File: src/rtl/prio_enc_pkg.sv
// Shared constants for the debounced priority encoder: 7-seg patterns and index width helper.
package prio_enc_pkg;

   localparam logic [7:0] SEG_BLANK = 8'hFF;

   // Active-low {dp,g,f,e,d,c,b,a} patterns for hex digits 0..F, dp always off.
   localparam logic [7:0] SEG_HEX [16] = '{
      8'hC0, 8'hF9, 8'hA4, 8'hB0, 8'h99, 8'h92, 8'h82, 8'hF8,
      8'h80, 8'h90, 8'h88, 8'h83, 8'hC6, 8'hA1, 8'h86, 8'h8E
   };

   function automatic int unsigned idx_width(input int unsigned n);
      return (n < 2) ? 1 : $clog2(n);
   endfunction

endpackage

File: src/rtl/prio_enc.sv
// Combinational N-to-W priority encoder; highest set bit wins, all-zero gives idx 0 / invalid.
module prio_enc
   import prio_enc_pkg::*;
#(
   parameter int unsigned N = 8,
   parameter int unsigned W = idx_width(N)
) (
   input  logic [N-1:0] vec,
   output logic [W-1:0] idx_c,
   output logic         valid_c
);

   logic found;

   // Downward scan; the found flag masks lower bits instead of breaking out of the loop.
   always_comb begin
      idx_c = '0;
      found = 1'b0;
      for (int i = int'(N) - 1; i >= 0; i--) begin
         if (!found && vec[i]) begin
            idx_c = W'(i);
            found = 1'b1;
         end
      end
      valid_c = found;
   end

endmodule

File: src/rtl/prio_enc_disp.sv
// Synchronised, debounced switch priority encoder with hold, change strobe and 7-seg drive.
module prio_enc_disp
   import prio_enc_pkg::*;
#(
   parameter int unsigned N             = 8,
   parameter int unsigned W             = idx_width(N),
   parameter int unsigned STABLE_CYCLES = 4
) (
   input  logic         clk,
   input  logic         rst,
   input  logic [N-1:0] sw,
   input  logic         hold,
   output logic [W-1:0] idx,
   output logic         valid,
   output logic         changed,
   output logic [7:0]   seg
);

   localparam int unsigned   CW      = $clog2(STABLE_CYCLES) + 1;
   localparam logic [CW-1:0] CNT_MAX = CW'(STABLE_CYCLES - 1);

   logic [N-1:0]  sw_m, sw_s;
   logic          hold_m, hold_s;
   logic [N-1:0]  cand, committed;
   logic [CW-1:0] cnt;
   logic [W-1:0]  enc_idx;
   logic          enc_valid;
   logic          commit_c;

   prio_enc #(.N(N), .W(W)) u_enc (
      .vec     (cand),
      .idx_c   (enc_idx),
      .valid_c (enc_valid)
   );

   // Candidate held long enough, input still agrees, not frozen, and actually new.
   assign commit_c = (cnt == CNT_MAX) && (sw_s == cand) && !hold_s && (cand != committed);

   // Two-flop synchronisers for the asynchronous pins.
   always_ff @(posedge clk or negedge rst) begin
      if (!rst) begin
         sw_m   <= '0;
         sw_s   <= '0;
         hold_m <= 1'b0;
         hold_s <= 1'b0;
      end else begin
         sw_m   <= sw;
         sw_s   <= sw_m;
         hold_m <= hold;
         hold_s <= hold_m;
      end
   end

   // Debounce: any disagreement reloads the candidate and restarts the count.
   always_ff @(posedge clk or negedge rst) begin
      if (!rst) begin
         cand <= '0;
         cnt  <= '0;
      end else if (sw_s != cand) begin
         cand <= sw_s;
         cnt  <= '0;
      end else if (cnt < CNT_MAX) begin
         cnt <= cnt + CW'(1);
      end
   end

   // Committed vector and registered outputs; strobe only when the encoded result moves.
   always_ff @(posedge clk or negedge rst) begin
      if (!rst) begin
         committed <= '0;
         idx       <= '0;
         valid     <= 1'b0;
         changed   <= 1'b0;
         seg       <= SEG_BLANK;
      end else begin
         changed <= 1'b0;
         if (commit_c) begin
            committed <= cand;
            idx       <= enc_idx;
            valid     <= enc_valid;
            seg       <= enc_valid ? SEG_HEX[4'(enc_idx)] : SEG_BLANK;
            changed   <= {enc_valid, enc_idx} != {valid, idx};
         end
      end
   end

endmodule

File: config.mk
export PLATFORM = sky130hd
export DESIGN_NAME = prio_enc_disp
export DESIGN_NICKNAME = d
export VERILOG_FILES = /design/src/rtl/prio_enc_pkg.sv /design/src/rtl/prio_enc.sv /design/src/rtl/prio_enc_disp.sv
export SDC_FILE = /design/constraint.sdc
export NUM_CORES = 1
export LEC_CHECK = 0
export CAP_MARGIN = 20
export CORE_MARGIN = 4
export CORE_UTILIZATION = 45
export CTS_CLUSTER_SIZE = 20
export DETAILED_ROUTE_END_ITERATION = 10
export GPL_TIMING_DRIVEN = 1
export HOLD_SLACK_MARGIN = 0.12
export PLACE_DENSITY = 0.68
export RECOVER_POWER = 25
export SLEW_MARGIN = 20
export SYNTH_ARGS = -nofsm -noshare
export SYNTH_HDL_FRONTEND = slang
export SYNTH_SLANG_ARGS = --single-unit
File: constraint.sdc
create_clock -name clk -period 3.1 [get_ports clk]
set_input_delay 0.62 -clock clk [delete_from_list [all_inputs] [get_ports clk]]
set_output_delay 0.62 -clock clk [all_outputs]
set_load 0.01 [all_outputs]
Word level (Yosys, flattened, before mapping)
Memory sizes are Yosys's and may differ from the RTL's.
Cells that the tools add are included.

operators by class
  add/sub/neg operators = 1
  magnitude comparators = 2
  equal/unequal tests = 5
  muxes and demuxes = 22
  bitwise logic cells = 1
  reductions and logical operators = 19

operators by type and width
  operator             count
  $mux 3               10
  $mux 8               3
  $ne 8x8->1           2
  $logic_and 1x1->1    10
  $mux 1               9
  $eq 8x8->1           1
  $logic_not 1->1      8
  $ge 5x5->1 const B   1
  $not 3->5            1
  $ne 4x4->1           1
  $add 3x1->3 const B  1
  $eq 3x2->1 const B   1
  $lt 3x2->1 const B   1
  $reduce_bool 2->1    1

word-level totals
  flip-flop bits (word level) = 50
  ROM bits = 128
  word-level logic and storage cells = 62
  memories = 1

memory list
  name             depth  width  rd ports  clocked after memory_dff  write ports  RTL line             text
  (no name shown)  16     8      1         0                         0            prio_enc_disp.sv:81  seg <= enc_valid ? SEG_HEX[4'(enc_idx)] : SEG_BLANK;

Longest topological paths before layout
  word-level depth = 27
  gate-level depth with buffers = 10

Modules after synthesis
From an unflattened synthesis, not the netlist that was laid out.

unflattened totals
  cells, all modules = 155
  area, all modules = 2129.5 um^2

by module, submodules not included
  module         instances  cells each  area each (um^2)
  prio_enc_disp  1          144         2063.2
  prio_enc       1          11          66.3

Least setup slack after synthesis
Ideal clock, no wire load.

  path kind = reg2reg
  from = register cand[4]
  to = register seg[3]
  setup time = 0.082 ns
  arrival time = 2.126 ns
  path slack = 0.892 ns
  stages on the path, launching flop included = 11
  buffers on the path = 2
  cells stage by stage = dfrtp_1 > buf_6 > or4_4 > buf_6 > nor3_4 > a21oi_2 > ha_1 > nand2_1 > o21ai_0 > nand2_1 > mux2_2

between the ends
  word-level cells in the longest chain between the ends = 19
  elaborated cells on any way between the ends = 29
  those cells by class = eq/ne: 2; mux: 13; bitwise: 1; reduce/logical: 12; memory: 1

RTL lines
  item                                       RTL line             text
  from (decl)                                prio_enc_disp.sv:24  logic [N-1:0] cand, committed;
  from (signal assigned)                     prio_enc_disp.sv:60  cand <= sw_s;
  $logic_and 1x1->1                          prio_enc.sv:20       if (!found && vec[i]) begin
  $mux 1                                     prio_enc.sv:20
  $logic_not 1->1                            prio_enc.sv:20
  $logic_and 1x1->1                          prio_enc.sv:20
  $mux 1                                     prio_enc.sv:20
  $logic_not 1->1                            prio_enc.sv:20
  $logic_and 1x1->1                          prio_enc.sv:20
  $mux 1                                     prio_enc.sv:20
  [2 not listed]                             -
  $mux 1                                     prio_enc.sv:20
  $logic_not 1->1                            prio_enc.sv:20
  $logic_and 1x1->1                          prio_enc.sv:20
  $mux 3                                     prio_enc.sv:20
  $not 3->5 (not written as such)            prio_enc_disp.sv:81
  $mem_v2 16x8                               -
  $mux 8 (not written as such) (2 in a row)  prio_enc_disp.sv:81
  $mux 8                                     prio_enc_disp.sv:81
  to (signal assigned)                       prio_enc_disp.sv:81
  to (decl)                                  prio_enc_disp.sv:16  output logic [7:0] seg

Several ways; a longest one is shown, not always the timed one. The select of a mux whose other input is x is not followed.
A chain may end at the register's enable or synchronous reset.

Worst setup path in the final report
Ends and elaborated chain as after synthesis.

==> flow_metrics.tcl <==
set metrics [dict create \
    hold_path_class "register to register" \
    cp_max_fo 10 \
    drive_above_1_share 0.253 \
    postCtsHoldBufs 0 \
    clk_latency_ps 310 \
    core_um2 4500 \
    postCtsSetupBuffers 0 \
    r2r-start "cand[4]" \
    power_density_nw_per_um2 464 \
    status "finished clean" \
    drt_pre_antenna_iters 4 \
    portBuffers 22 \
    met1_usage 0.150 \
    place.detailed.hpwl_um 2410 \
    nets 195 \
    grt_antenna_before_repair 0 \
    use_met2 0.209 \
    post-route-period-util 0.740 \
    grt_usage 0.124 \
    timing.setup.tns_ps 0 \
    vias_per_cell 5.16 \
    end_kind "register" \
    start_kind "register" \
    syn_inst 162 \
    yosysWarnings 0 \
    hold_viol_final 0 \
    grt_pass1_wl_um 5780 \
    netlist_area_um2 2160 \
    cp.required_ps 3350 \
    max_freq_mhz 436 \
    period_minus_slack_ps 2290 \
    drt-initial-drc-count 57 \
    crit_start "cand[4]" \
    whs_ps 354 \
    setup_viol 0 \
    syn2layout_area_growth_pct 13.6 \
    rows 24 \
    clockBufferDepth 2 \
    relSlewSlack 0.228 \
    antenna_cells 0 \
    htree_levels 2 \
    skew_ps 11.6 \
    vdd_drop_max_uv 251 \
    cts_sinks 49 \
    die_h_um 77.2 \
    power.leakage_uw 0.00107 \
    slew_viol_final 0 \
    cts_resized 0 \
    clk_pin_slew_ps 100 \
    boundaryPins 24 \
    syn_area_per_cell_um2 13.3 \
    ys_seq_area_frac 0.573 \
    die_width_um 77.2 \
    place_congestion 0.741 \
    wl_per_cell_um 13.9 \
    vias 1186 \
    syn_nets 180 \
    cts_buffers 5 \
    crit_arrival_ps 2540 \
    grt-busiest-layer "met2" \
    die_area_um2 5960 \
    start_util 0.479 \
    antenna_left 0 \
    grt_pass1_vias 1237 \
    critPathKind "register to register" \
    hp-start "sw_m[5]" \
    ys_seq_elements 49 \
    use_met3 0.0304 \
    cts_root_buf "clkbuf_8" \
    synth.distinct_cells 36 \
    maxCapViolCount 0 \
    grt_overflow 0 \
    grt_max_degree 50 \
    cts_tree "yes" \
    post-route-drc-count 0 \
    drt-total-wl_um 3200 \
    rsz0062_at_grt "no" \
    tightestPinTransition_ps 1160 \
]
[layout by cell type, fill, tap and decap left out, drive strengths merged, types with 2 or more instances in the layout]
cell,instances
nand2,9
clkinv,2
a21oi,5
dfstp,7
buf,3
xnor2,12
nor4,3
dlygate4sd3,3
dfrtp,42
nor3,2
nor2,9
mux2,18
nand4,2
inv,7
clkbuf,6
clkdlybuf4s50,18
ha,7
xor2,8
o21ai,4
[report_power, final]
part | leakage, uW | switching [uW] | total [uW] | internal [uW]
Combinational | 0.000422 | 35.1 | 64.4 | 29.3
Clock | 0.0000506 | 228 | 396 | 169
Sequential | 0.000599 | 17.9 | 674 | 656
Total | 0.00107 | 281 | 1130 | 854
[per-stage QoR]
step	util	power [uW]	setup WS, ps	area (um2)	cells
after floorplan	-	726	892	2160	162
after global placement	0.522	751	896	2350	222
after detailed placement	0.522	754	812	2350	222
after CTS	0.544	1160	790	2450	230
after global routing	0.544	1200	656	2450	230
final	0.544	1130	806	2450	230
[routing by layer]
layer,vias to the layer above,part of all wire
met5,-,0
met4,0,0.019
met3,7,0.050
met2,32,0.51
met1,589,0.42
li1,558,-
[Yosys cell counts]
library cell,count,share of area
conb_1,1,0.0017
mux2i_1,1,0.0046
nor3b_1,1,0.0035
nor4_1,1,0.0029
clkinv_2,1,0.0023
clkbuf_1,9,0.016
xnor2_1,12,0.049
nor4_2,2,0.012
o31ai_1,1,0.0035
buf_6,4,0.021
ha_1,7,0.041
dfrtp_1,42,0.49
nand2_2,1,0.0029
buf_12,1,0.0093
a221o_1,1,0.0046
buf_4,1,0.0035
nand2b_1,1,0.0029
nor3_4,1,0.0075
o211ai_1,1,0.0035
nor3_1,1,0.0023
nor2_1,9,0.016
nand4_1,2,0.0058
a21oi_2,1,0.0041
xor2_1,8,0.033
or4_4,1,0.0052
o21ai_0,4,0.0093
or4b_1,1,0.0046
inv_1,5,0.0087
mux2_2,9,0.047
nor4b_2,1,0.0070
mux2_4,9,0.063
a21oi_1,4,0.0093
buf_2,2,0.0046
dfstp_2,7,0.085
nand2_1,8,0.014
a41oi_1,1,0.0041
[cell type report]
type	instances	area, um2
fillers	377	2060
flip-flops and latches	49	1230
multi-input cells	90	790
repair buffers	25	238
clock buffers	5	68.8
well taps	52	65.1
clock inverters	3	28.8
inverters	6	23.8
[critical path: stages (launching register included)]
cell	delay [ps]
dfrtp_1	470
or4_4	650
nor3_4	220
a21oi_2	130
ha_1	300
nand2_1	60
o21ai_0	70
nand2_1	70
mux2_2	260
[path summary, 6_finish.rpt]
check	slack (ps)	depth (start not counted)	end
setup / recovery	810	8	seg[3]
hold / removal	350	0	sw_s[5]
setup reg to reg	810	8	seg[3]
hold reg to reg	350	0	sw_s[5]
max in group asynchronous	1860	1	cand[5]
min in group asynchronous	520	1	idx[2]
[flip-flops by register name, indices dropped and copies added (netlist names)]
register / count
cand: 8
committed: 8
sw_m: 8
sw_s: 8
seg: 7
cnt: 3
idx: 3
changed: 1
hold_m: 1
hold_s: 1
valid: 1
[logic make-up (layout without fill, tap and decap cells)]
| group | after synthesis | count (layout) | share of synthesized area |
|---|---|---|---|
| AOI/OAI and AO/OA | 13 | 13 | 0.0383 |
| buffers and inverters | 23 | 39 | 0.0650 |
| and+or+nand+nor | 30 | 30 | 0.0859 |
| adders and majority gates | 7 | 7 | 0.0406 |
| other | 1 | 1 | 0.00174 |
| xor gates and xnor gates | 20 | 20 | 0.0813 |
| muxes | 19 | 19 | 0.114 |
| DFF | 49 | 49 | 0.573 |
(Power assumes the default switching activity.)
